`config.mk`:
```
export PLATFORM = sky130hd
export DESIGN_NAME = regfile_8x32
export DESIGN_NICKNAME = d
export VERILOG_FILES = /design/src/rtl/regfile_8x32.sv
export SDC_FILE = /design/constraint.sdc
export NUM_CORES = 1
export LEC_CHECK = 0
export CORE_UTILIZATION = 45
export CTS_CLUSTER_DIAMETER = 150
export CTS_CLUSTER_SIZE = 30
export DETAILED_ROUTE_END_ITERATION = 16
export PLACE_DENSITY = 0.62
export SLEW_MARGIN = 20
export SYNTH_ARGS = -nofsm -noshare
export SYNTH_HDL_FRONTEND = slang
export SYNTH_SLANG_ARGS = --single-unit
```
`constraint.sdc`:
```
create_clock -name clk -period 1.5 [get_ports clk]
set_input_delay 0.15 -clock clk [delete_from_list [all_inputs] [get_ports clk]]
set_output_delay 0.15 -clock clk [all_outputs]
set_load 0.1 [all_outputs]
```
`src/rtl/regfile_8x32.sv`:
```
`default_nettype none
// ============================================================================
// Module   : regfile_8x32
// Purpose  : 8 x 32-bit register file, one synchronous write port and two
//            combinational read ports. Define REGFILE_BYPASS_EN for
//            write-through forwarding onto the read ports.
// Revision : 1.0 - initial release
// ============================================================================
module regfile_8x32 #(
    parameter int DATA_W   = 32,
    parameter int ADDR_W   = 3,
    parameter int NUM_REGS = 8
) (
    input  logic              clk,
    input  logic              rst_n,
    input  logic [DATA_W-1:0] in,
    input  logic [ADDR_W-1:0] w,
    input  logic              we,
    input  logic [ADDR_W-1:0] r1,
    input  logic [ADDR_W-1:0] r2,
    output logic [DATA_W-1:0] out1,
    output logic [DATA_W-1:0] out2
);

    logic [DATA_W-1:0] w_entry [NUM_REGS];

    // Per-entry decode: an unknown write address never matches, so the write is dropped.
    generate
        for (genvar gi = 0; gi < NUM_REGS; gi++) begin : g_regs
            logic [DATA_W-1:0] r_q;

            always_ff @(posedge clk or negedge rst_n) begin
                if (!rst_n) begin
                    r_q <= '0;
                end else if (we && (w == ADDR_W'(gi))) begin
                    r_q <= in;
                end
            end

            assign w_entry[gi] = r_q;
        end
    endgenerate

`ifdef REGFILE_BYPASS_EN
    logic w_fwd1;
    logic w_fwd2;

    always_comb begin
        w_fwd1 = rst_n && we && (w == r1);
        w_fwd2 = rst_n && we && (w == r2);
        out1   = w_fwd1 ? in : w_entry[r1];
        out2   = w_fwd2 ? in : w_entry[r2];
    end
`else
    always_comb begin
        out1 = w_entry[r1];
        out2 = w_entry[r2];
    end
`endif

endmodule
`default_nettype wire

```
# After elaboration in Yosys (flattened, before gate mapping)
# Cells that the tools add are included.
# classes
n_lt_le_gt_ge	2
eq_ne	7
n_mux	6
bitwise_logic	2
n_reduce_logical	9
# op_table
operator	count
$bmux W32 S3	2
$mux W32	4
$eq A3 B3 Y1 const B	4
$ge A4 B4 Y1 const B	2
$logic_and A1 B1 Y1	8
$not A3 Y4	2
$eq A3 B2 Y1 const B	2
$eq A3 B1 Y1 const B	1
$logic_not A3 Y1	1
# word_totals
ff_bits	256
word_cells	34

# Depth between registers and ports, before layout
# depth
ltp_word	4
depth_mapped	5

# Least setup slack after synthesis
# No wires, ideal clock.
# synth_timing
path_kind	input to output
start	in r2[0]
end	out out2[8]
t_arrival_ns	1.469
slack_ns	-0.119
path_stages	4
path_buffers	2
path_cell_list	buf_6 buf_6 mux4_1 mux2_2
# synth_via
elab_chain_len	4
# synth_lines
element	line	rtl
from (decl)	20	input logic [ADDR_W-1:0] r2,
$not A3 Y4 (not written as such)	57	out2 = w_entry[r2];
$bmux W32 S3	57	
$mux W32 (not written as such) (2 in series)	57	
to (decl)	22	output logic [DATA_W-1:0] out2
# Every way passes these cells. The select of a mux whose other input is x is not followed.

# Worst setup path after layout
# layout_timing
start	reg g_regs[5].r_q[0]
end	out out1[0]
# layout_via
elab_chain_len	3
# layout_lines
element	line	rtl
from (decl)	30	logic [DATA_W-1:0] r_q;
from (signal assigned)	36	r_q <= in;
$bmux W32 S3	56	out1 = w_entry[r1];
$mux W32 (not written as such) (2 in series)	56	
to (decl)	21	output logic [DATA_W-1:0] out1,
# Every way passes these cells. The select of a mux whose other input is x is not followed.

==> summary.txt <==
Final layout
  – Share of cells above drive strength 1: 65.5%
  – Largest regs: g_regs.r_q x256
  – Synth-to-Final Area Change: 21.8%
  – Most flop-heavy register: g_regs.r_q
  – Max FFs per register: 256
  – Final Util: 56.1%
  – Nets: 943
  – Non-filler cells, final: 1289
  – Final instance area: 16700 um^2
  – Ant diodes: 0
  – Fillers: 2278

Timing
  – Sum of negative setup slack: -31.26 ns
  – Tcrit/Tclk final: 136%
  – Least-Margin Pin Slew: 0.404 ns
  – Setup violators final: 64
  – Slew Limit Fails: 0
  – Max-slew headroom at the worst pin: 73.1%
  – RSZ-0062 raised after global routing: yes
  – Final Critical Period: 2.03 ns
  – Final worst slack: -0.533 ns
  – Fmax: slightly below 0.5 GHz
  – Fin Clk Skew: 0 ns
  – Final hold violations: 0

Synthesis
  – Sequential area share after synthesis: 46.7%
  – Simple-Gate Fraction of Synth Area: 0.629%
  – Ranking of synthesized cells by area: dfrtp_1 47%, mux2_2 25%, mux4_1 15%, mux4_2 7.9%, buf_6 1.1%
  – Post-synthesis compound-gate area fraction: 0%
  – Number of flops mapped to enable cells by yosys: 0
  – Most common cell in the synthesized netlist: mux2_2
  – Netlist cell types: 16
  – Top cell type's share of synthesized area: 46.7%
  – XOR/XNOR share of the synthesized area: 0%
  – Most frequent cells after synthesis: 309 x mux2_2, 256 x dfrtp_1, 80 x mux4_1, 48 x mux4_2, 28 x buf_2
  – Async S/R FF share, synth: 100%
  – Largest family of logic cells by synthesized area: multiplexers
  – Post-Syn Area per Cell: between 15 and 20 um^2
  – Post-synthesis mux area share: 49.5%
  – Number of synthesized register bits: roughly 260
  – Synthesized cell area: between 10000 and 15000 um^2
  – Syn nets: 823
  – Syn Inst Count: 779
  – Synth Warn #: 0
  – Post-synth top area cell: dfrtp_1
  – Post-synthesis adder-cell area fraction: 0%
  – Primary FF master, synth: dfrtp_1

CTS
  – Clock-pin slew on the worst setup and hold paths: 0.11 ns
  – # H-tree levels: 1
  – Num CTS Buffers: 12
  – CTS sink cnt: 256
  – CTS tree: built
  – Clock buffer depth: 3
  – Worst skew pair latency: 0.48 ns
  – Root Driver: clkbuf_16

Floorplanning
  – Die footprint: ~31000 um^2
  – Cell Rows: 63
  – Die Wd: 177 um
  – Die H: 177 um
  – Starting Density: 46.1%
  – Io pins: 108
  – Core area: roughly 30000 um^2

Drt
  – Routed wire per std cell: between 20 and 30 um
  – Via/cell ratio: 6.02
  – Drt drc: 0
  – Drt first pass iters: 4
  – Drt total wl: ~33000 um
  – Final antenna-violating net count: 0
  – Vias: 7758
  – DRT iter0 DRCs: around 600

Placement
  – Placed cell areas: between 15000 and 20000 um^2
  – DP Cell Count: 1253
  – PortBufs: 107
  – GPL Wtd Cong: between 0.7 and 0.8
  – DPL Wire Length: 20800 um

Global routing
  – Largest net degree at the start of global routing: 73
  – Total congestion overflow: 0
  – First-pass GRT wire length: 51200 um
  – Total GRT Usage: between 20% and 30%
  – Vias in the first global route: 8625
  – Initial antenna violation count: 0

Hold path
  – Min-Delay Path Class: in -> async

Setup path
  – FF-to-FF Start: g_regs[5].r_q[0]
  – CP max-delay cell: mux4_2
  – WP data required: 1.35 ns
  – Maximum fanout along the worst path: 3
  – Worst setup path start: g_regs[5].r_q[0]
  – Flop-to-flop setup slack: 0.47 ns
  – Crit-path cells: mux4_2, mux2_4, buf_12
  – Max stage delay on crit path: 0.50 ns
  – Critical path startpoint category: flop
  – Critical path arrival: 1.88 ns
  – Critical Path Sink Type: output port
  – Critical setup path kind: reg -> out

Pwr
  – Peak supply drop: 0.908 mV
  – Pwr Density: 1490 nW/um^2
  – Leak pwr: 6.97 nW

Run
  – Max-Cap Viols: 0

Status
  – Status: finished, violations left
  – Failing checks: negative setup slack
## worst max-delay path: cells and delay by family (launching register included)
family,cells,cell delay [ns]
buffers and inverters,1,0.17
DFF,1,0.41
muxes,2,0.82
## worst paths after layout
check                               endpoint  cells after the start
setup reg to reg            g_regs[5].r_q[0]                      3
hold / removal             g_regs[0].r_q[24]                      2
min in group clk            g_regs[1].r_q[7]                      2
max in group asynchronous   g_regs[2].r_q[6]                      3
setup / recovery                     out1[0]                      3
hold reg to reg             g_regs[2].r_q[7]                      1
## power breakdown
group,switching (mW),internal [mW],leakage (nW)
Sequential,1.09,8.42,3.07
Combinational,5.99,5.54,3.74
Clock,2.18,1.60,0.167
Total,9.26,15.6,6.97
## kinds of logic (layout without fill, tap and decap cells)
kind of cell | count (synthesis) | count (layout)
AND/OR/NAND/NOR | 8 | 8
flip-flops | 256 | 256
multiplexers | 448 | 448
buffers and inverters | 67 | 187
## layout by cell type, fill, tap and decap left out, types with 2 or more instances in the layout
cell,count
mux4_2,124
dfrtp_1,256
buf_2,2
nand4b_1,3
buf_6,2
mux4_1,4
mux2_4,64
nor4bb_4,3
clkdlybuf4s50_1,35
buf_12,94
clkbuf_16,14
mux2_2,247
buf_4,35
mux2_1,9
buf_8,2
## stage by stage
step	power [mW]	setup slack [ns]	hold slack, ns
detailed placement	21.0	-0.506	0.0409
floorplan	17.2	-0.0230	-0.146
finish	24.8	-0.533	0.124
global route	25.9	-0.578	0.138
global placement	20.6	-0.435	0.0410
CTS	25.0	-0.557	0.118
## cell type report
cell class | instances | area (um^2) | share of cell area [%]
clock buffer | 13 | 325 | 1.95
clock inverter | 1 | 16.3 | 0.0973
multi-input combinational | 456 | 6870 | 41.1
sequential | 256 | 6410 | 38.3
tap | 390 | 488 | 2.92
timing repair buffer | 173 | 2610 | 15.6
## metal layers
metal / vias to the layer above / global-route usage, % / share of wire, %
met1: 4231 / 30.6 / 43
met4: 0 / 3.92 / 1.3
met3: 35 / 2.32 / 4.4
met5: - / 0 / 0
li1: 3287 / - / -
met2: 205 / 36.6 / 51
## timing repair
| item | CTS | global route |
|---|---|---|
| buffers inserted | 9 | 11 |
| hold buffers | 1 | 0 |
| resized for setup | 40 | 9 |
| setup endpoints to repair | 64 | 143 |
| hold endpoints to repair | 256 | 0 |
| pin swaps | 0 | 2 |
| cloned | 0 | 1 |
(Power assumes the default switching activity.)
==> edit 1, RTL diff (config.mk and constraints unchanged) <==
Make the reset (`rst_n`) synchronous in one clocked block.
--- a/src/rtl/regfile_8x32.sv
+++ b/src/rtl/regfile_8x32.sv
@@ -29,7 +29,7 @@
         for (genvar gi = 0; gi < NUM_REGS; gi++) begin : g_regs
             logic [DATA_W-1:0] r_q;
 
-            always_ff @(posedge clk or negedge rst_n) begin
+            always_ff @(posedge clk) begin
                 if (!rst_n) begin
                     r_q <= '0;
                 end else if (we && (w == ADDR_W'(gi))) begin
Check against the original RTL: differs if rst_n is asserted again (counterexample within 4 cycles, from zero or initial values and one cycle with rst_n low); with rst_n held inactive, the same outputs for 4 cycles.
==> edit 1 against the original RTL <==
Cell area is 0.49% higher; maximum frequency is 3.5% higher; the run still ends with setup timing left; sequential cell count stayed put; critical path depth stayed put; via count is 36% higher; critical endpoint is now out2[11]; area after synthesis is 1.6% higher; first-iteration DRC count is 36% higher; synthesized cell count is 79% higher; register-to-register slack better by 0.30 ns; cell count is 43% higher; wire length is 20% higher; worst setup slack better by 0.070 ns.
Power is not compared: it rests on default switching activity, and its combinational part moved more than twofold at a synthesized area within 25%.
==> edit 1: results (changes against the original RTL) <==
| Metric | Value |
|---|---|
| Run status | `complete, but fails checks` |
| Violations in the final reports | `setup timing` |
| Top FF cell, synth | `sky130_fd_sc_hd__dfxtp_1` |
| Critical Path AT | `1.81 ns (-0.07 ns)` |
| Vias per cell | `5.72 (-4.9%)` |
| Worst-case register-to-register setup slack | `0.77 ns (+0.30 ns)` |
| Clk_skew | `0 ns (unchanged)` |
| First-pass detailed-route iteration total | `5 (+1)` |
| Hold path start | `rst_n` |
| Number of setup violations in the final report | `64 (unchanged)` |
| Largest delay share family, worst path | `multiplexers` |
| Routed length per placed instance | `21.3 um (-16%)` |
| Tightest hold margin | `0.212 ns (+0.0880 ns)` |
| Vias in the first global route | `10500 (+22%)` |
| Most numerous cell types in the synthesized netlist | `sky130_fd_sc_hd__nand2_1, sky130_fd_sc_hd__dfxtp_1, sky130_fd_sc_hd__a21boi_1, sky130_fd_sc_hd__mux4_1, sky130_fd_sc_hd__buf_2` |
| Normalized max-slew margin | `0.663 (-0.0671)` |
| Clock latency reported for the late side of the worst-skew pair | `0.50 ns (+0.02 ns)` |
| Inst Count DP | `1824 (+46%)` |
| Worst reg2reg startpoint | `g_regs[3].r_q[26]` |
| Initial antenna violation count | `3 (+3)` |
| Setup Slack @ Placement | `-0.266 ns (+0.241 ns)` |
| Largest cells by area after synthesis | `sky130_fd_sc_hd__dfxtp_1, sky130_fd_sc_hd__mux4_1, sky130_fd_sc_hd__nand2_1, sky130_fd_sc_hd__a21boi_1, sky130_fd_sc_hd__mux4_2` |
| First-pass GRT wire length | `61200 um (+19%)` |
| Net count of the mapped netlist | `1435 (+74%)` |
| Final non-filler cell total | `1843 (+43%)` |
| Total clock buffers created by CTS | `12 (unchanged)` |
| End of the worst register-to-register path | `g_regs[3].r_q[26]` |
| Setup slack after layout | `-0.464 ns (+0.0696 ns)` |
| FFs w/ async S/R, synth | `0 (-1.00)` |
| Routability Congestion | `0.794 (+8.6%)` |
| Cell area after placement | `16500 um2 (+0.96%)` |
| Half-perimeter wire length after placement | `25200 um (+22%)` |
| Iteration-0 DRC Markers | `827 (+36%)` |
| Maximum number of pins on one net before global-route repair | `130 (+78%)` |
| Buffers from clock root to sink, at most | `3 (unchanged)` |
| Share of synthesized area occupied by flip-flops and latches | `0.368 (-0.0991)` |
| Delay of the slowest cell on the worst path | `0.49 ns` |
| Count of cell types in the netlist | `21 (+5)` |
| Hold WC Path Type | `input pin to register` |
| Overall fraction of global-route tracks in use | `0.252 (+0.0356)` |
| Post-layout net count | `1490 (+58%)` |
| Mean instance size in the synthesized netlist | `10.0 um2 (-43%)` |
| Fraction of final layout cells with drive strength greater than 1 | `0.328 (-0.327)` |
[edit 1: changes by cell type after synthesis, sizes merged, moves of 41 or more]
cell	before	now
a21boi	0	256
buf	62	103
clkbuf	5	56
dfrtp	256	0
dfxtp	0	256
mux2	320	64
nand2	0	512
[edit 1: layer usage]
metal | GRT usage | wire, um | up-vias
li1 | - | - | 4898
met1 | 0.340 | 16900 | 5262
met2 | 0.430 | 19300 | 336
met3 | 0.0320 | 2310 | 47
met4 | 0.0577 | 665 | 2
met5 | 0 | 11 | -
[edit 1: through the flow]
| stage | power [mW] | TNS, ns |
|---|---|---|
| after global placement | 9.42 | -52.29 |
| after CTS | 13.3 | -28.37 |
| after floorplan | 8.66 | -0.0282 |
| final | 13.2 | -27.73 |
| after global routing | 13.6 | -30.13 |
| after detailed placement | 9.44 | -58.59 |
[edit 1: area by class of cell]
class,count,area [um2]
Sequential cell,256,5260
Tap cell,396,495
Fill cell,2642,13700
Timing Repair Buffer,200,2780
Multi-Input combinational cell,976,7920
Clock buffer,13,325
Antenna cell,1,2.50
Clock inverter,1,16.3
[edit 1: worst max path at each step]
stage,slack [ns],endpoint,start,cells past startpoint
after CTS,-0.47,out1[0],g_regs[5].r_q[0],3
final,-0.46,out2[11],g_regs[5].r_q[11],3
after global routing,-0.50,out1[28],g_regs[1].r_q[28],3
after floorplan,-0.03,out2[27],r2[2],4
after global placement,-0.24,g_regs[0].r_q[7],w[2],6
after detailed placement,-0.27,g_regs[0].r_q[7],w[2],6
[edit 1: cell families (layout without fill, tap and decap cells)]
family | after synthesis | in the layout | synth area share
mux | 192 | 192 | 0.285
compound gates | 256 | 256 | 0.138
buf+inv | 159 | 214 | 0.0587
other cells | 0 | 1 | 0
flops | 256 | 256 | 0.368
simple gates | 528 | 528 | 0.150
[edit 1: tightest hold or removal path, cell delays in order]
cell                       delay, ns
sky130_fd_sc_hd__buf_4          0.13
sky130_fd_sc_hd__buf_12         0.20
sky130_fd_sc_hd__a21boi_1       0.18
[edit 1: report_power, final]
group	leakage [nW]	switching (mW)	internal [mW]	total [mW]
clock network	0.168	2.26	1.60	3.86
logic	3.68	1.26	1.02	2.28
registers	2.12	0.105	6.95	7.05
total	5.97	3.63	9.57	13.2
[edit 1: repair_timing]
action / in CTS / in global routing
gates cloned: 0 / 0
gates resized for setup: 134 / 28
setup buffers: 2 / 2
endpoints found under the setup margin: 64 / 64
==> edit 2, RTL diff (same flow settings) <==
Made on the original files. The option `REGFILE_BYPASS_EN` is turned on by a define.
--- a/src/rtl/regfile_8x32.sv
+++ b/src/rtl/regfile_8x32.sv
@@ -6,6 +6,8 @@
 //            write-through forwarding onto the read ports.
 // Revision : 1.0 - initial release
 // ============================================================================
+`define REGFILE_BYPASS_EN
+
 module regfile_8x32 #(
     parameter int DATA_W   = 32,
     parameter int ADDR_W   = 3,
Function: changed (a bounded check fails within 4 cycles, from zero or initial values and one cycle with rst_n low).
==> edit 2 against the original RTL <==
The flow still finishes with violations (setup timing); area after synthesis increased by 6.4%; register-to-register slack improved by 0.02 ns; worst setup slack got worse by 0.25 ns; sequential cell count unchanged; total power increased by 3.1%; synthesized cell count increased by 14%; cell area increased by 7.2%; wire length increased by 9.0%; critical endpoint is now out2[1].
==> edit 2: results (changes against the original RTL) <==
| Metric | Value |
|---|---|
| Setup slack after layout | `-0.787 ns (-0.253 ns)` |
| Total length of routed wires | `35500 um (+9.0%)` |
| Number of setup violations in the final report | `64 (unchanged)` |
| Hold WC Path Type | `input pin to async pin` |
| Clk_skew | `0 ns (unchanged)` |
| Max IR drop VDD | `0.000982 V (+8.2%)` |
| Half-perimeter wire length after placement | `21700 um (+4.8%)` |
| Vias in the first global route | `8856 (+2.7%)` |
| Share of synthesized area occupied by flip-flops and latches | `0.439 (-0.0280)` |
| Inst Count DP | `1380 (+10%)` |
| Largest registers in the final layout | `g_regs.r_q x256` |
| Highest fanout seen on the critical path | `3 (unchanged)` |
| First-pass GRT wire length | `55800 um (+8.9%)` |
| Initial antenna violation count | `0 (unchanged)` |
| Violations in the final reports | `setup timing` |
| Run status | `complete, but fails checks` |
| Maximum number of pins on one net before global-route repair | `117 (+60%)` |
| Net count of the mapped netlist | `935 (+14%)` |
| Routability Congestion | `0.739 (+1.1%)` |
| Routed length per placed instance | `25.1 um (-0.58%)` |
| Setup Slack @ Placement | `-0.955 ns (-0.448 ns)` |
| Delay of the slowest cell on the worst path | `0.50 ns (about the same)` |
| Total clock buffers created by CTS | `12 (unchanged)` |
| Max Fclk | `0.437 GHz (-11%)` |
| Count of cell types in the netlist | `19 (+3)` |
| First-pass detailed-route iteration total | `4 (unchanged)` |
| Cell at the root of the clock tree | `sky130_fd_sc_hd__clkbuf_16` |
| Normalized max-slew margin | `0.411 (-0.320)` |
| Antenna Cells | `0 (unchanged)` |
| Fraction of final layout cells with drive strength greater than 1 | `0.690 (+0.0352)` |
| Mean instance size in the synthesized netlist | `16.4 um2 (-7.0%)` |
| FFs w/ async S/R, synth | `1.00 (unchanged)` |
| Setup tns final | `-47.81 ns (-16.56 ns)` |
| Worst-path clk slew | `0.12 ns` |
| Most numerous cell types in the synthesized netlist | `sky130_fd_sc_hd__mux2_2, sky130_fd_sc_hd__dfrtp_1, sky130_fd_sc_hd__mux4_2, sky130_fd_sc_hd__mux2_4, sky130_fd_sc_hd__buf_1` |
| Overall fraction of global-route tracks in use | `0.224 (+0.00762)` |
| Level count of the clock H-tree | `1 (unchanged)` |
| Vias per cell | `5.89 (-2.2%)` |
| Count of buffers inserted at the top-level ports | `107 (unchanged)` |
| Slowest cell on crit path | `sky130_fd_sc_hd__mux4_2` |
| Buffers from clock root to sink, at most | `3 (unchanged)` |
| Critical Path AT | `2.14 ns (+0.26 ns)` |
| Iteration-0 DRC Markers | `376 (-38%)` |
| Total of max-cap violations | `0 (unchanged)` |
| Largest cells by area after synthesis | `sky130_fd_sc_hd__dfrtp_1, sky130_fd_sc_hd__mux2_2, sky130_fd_sc_hd__mux4_2, sky130_fd_sc_hd__mux2_4, sky130_fd_sc_hd__buf_6` |
| Post-layout net count | `1055 (+12%)` |
| Leakage power | `7.64 nW (+9.5%)` |
| Syn. warnings | `0 (unchanged)` |
| Cell area after placement | `17200 um2 (+5.3%)` |
| Top FF cell, synth | `sky130_fd_sc_hd__dfrtp_1` |
| Clock latency reported for the late side of the worst-skew pair | `0.49 ns` |
[edit 2: cell types whose count changed after synthesis, sizes merged]
cell and change:
buf +24, clkbuf +13, mux2 +64, nand2 +2, nand2b +1, nor3 +2
nor3b +2, nor4b -1, nor4bb -3, or4 +2, xor2 +6
[edit 2: logic make-up after synthesis]
group                  share of synthesized area
flip-flops                                 0.439
multiplexers                               0.509
buffers and inverters                     0.0422
AND/OR/NAND/NOR                          0.00660
XOR/XNOR                                 0.00360
[edit 2: worst paths after layout]
kind,from,end,slack (ns),cells after the start
setup / recovery,g_regs[7].r_q[1],out2[1],-0.79,4
hold / removal,rst_n,g_regs[7].r_q[28],0.01,3
setup reg to reg,g_regs[6].r_q[28],g_regs[6].r_q[28],0.49,3
hold reg to reg,g_regs[7].r_q[2],g_regs[7].r_q[2],0.53,1
max in group asynchronous,rst_n,g_regs[0].r_q[4],0.34,4
min in group clk,in[27],g_regs[3].r_q[27],0.47,3
[edit 2: power breakdown]
group | internal, mW | switching (mW) | leakage, nW
logic | 6.11 | 6.20 | 4.40
clock network | 1.60 | 2.26 | 0.167
registers | 8.42 | 1.01 | 3.07
[edit 2: metrics by stage]
step / util / total power [mW]
6_report: 0.565 / 25.6
5_1_grt: 0.565 / 26.7
4_1_cts: 0.563 / 25.8
3_5_place_dp: 0.543 / 21.6
3_3_place_gp: 0.543 / 21.5
2_1_floorplan: - / 17.8
[edit 2: worst min-delay path, stage by stage]
cell	delay [ns]
sky130_fd_sc_hd__buf_8	0.11
sky130_fd_sc_hd__buf_4	0.14
sky130_fd_sc_hd__buf_4	0.67
[edit 2: layer usage]
metal,track usage,share of wire,up-vias
met5,0,0,-
met4,0.0447,0.019,0
met3,0.0247,0.022,33
met2,0.391,0.51,106
met1,0.303,0.44,4514
li1,-,-,3663
[edit 2: cell type report]
| type | count | area [um2] |
|---|---|---|
| fillers | 2520 | 13800 |
| multi-input cells | 531 | 7740 |
| flip-flops and latches | 256 | 6410 |
| repair buffers | 210 | 2930 |
| well taps | 402 | 503 |
| clock buffers | 13 | 325 |
| clock inverters | 1 | 16.3 |
[edit 2: timing repair]
action	4_1_cts	5_1_grt
buffers inserted	7	4
resized for setup	44	7
hold buffers	3	1
setup endpoints to repair	144	64
cloned	4	0
pin swaps	2	0
hold endpoints to repair	20	20
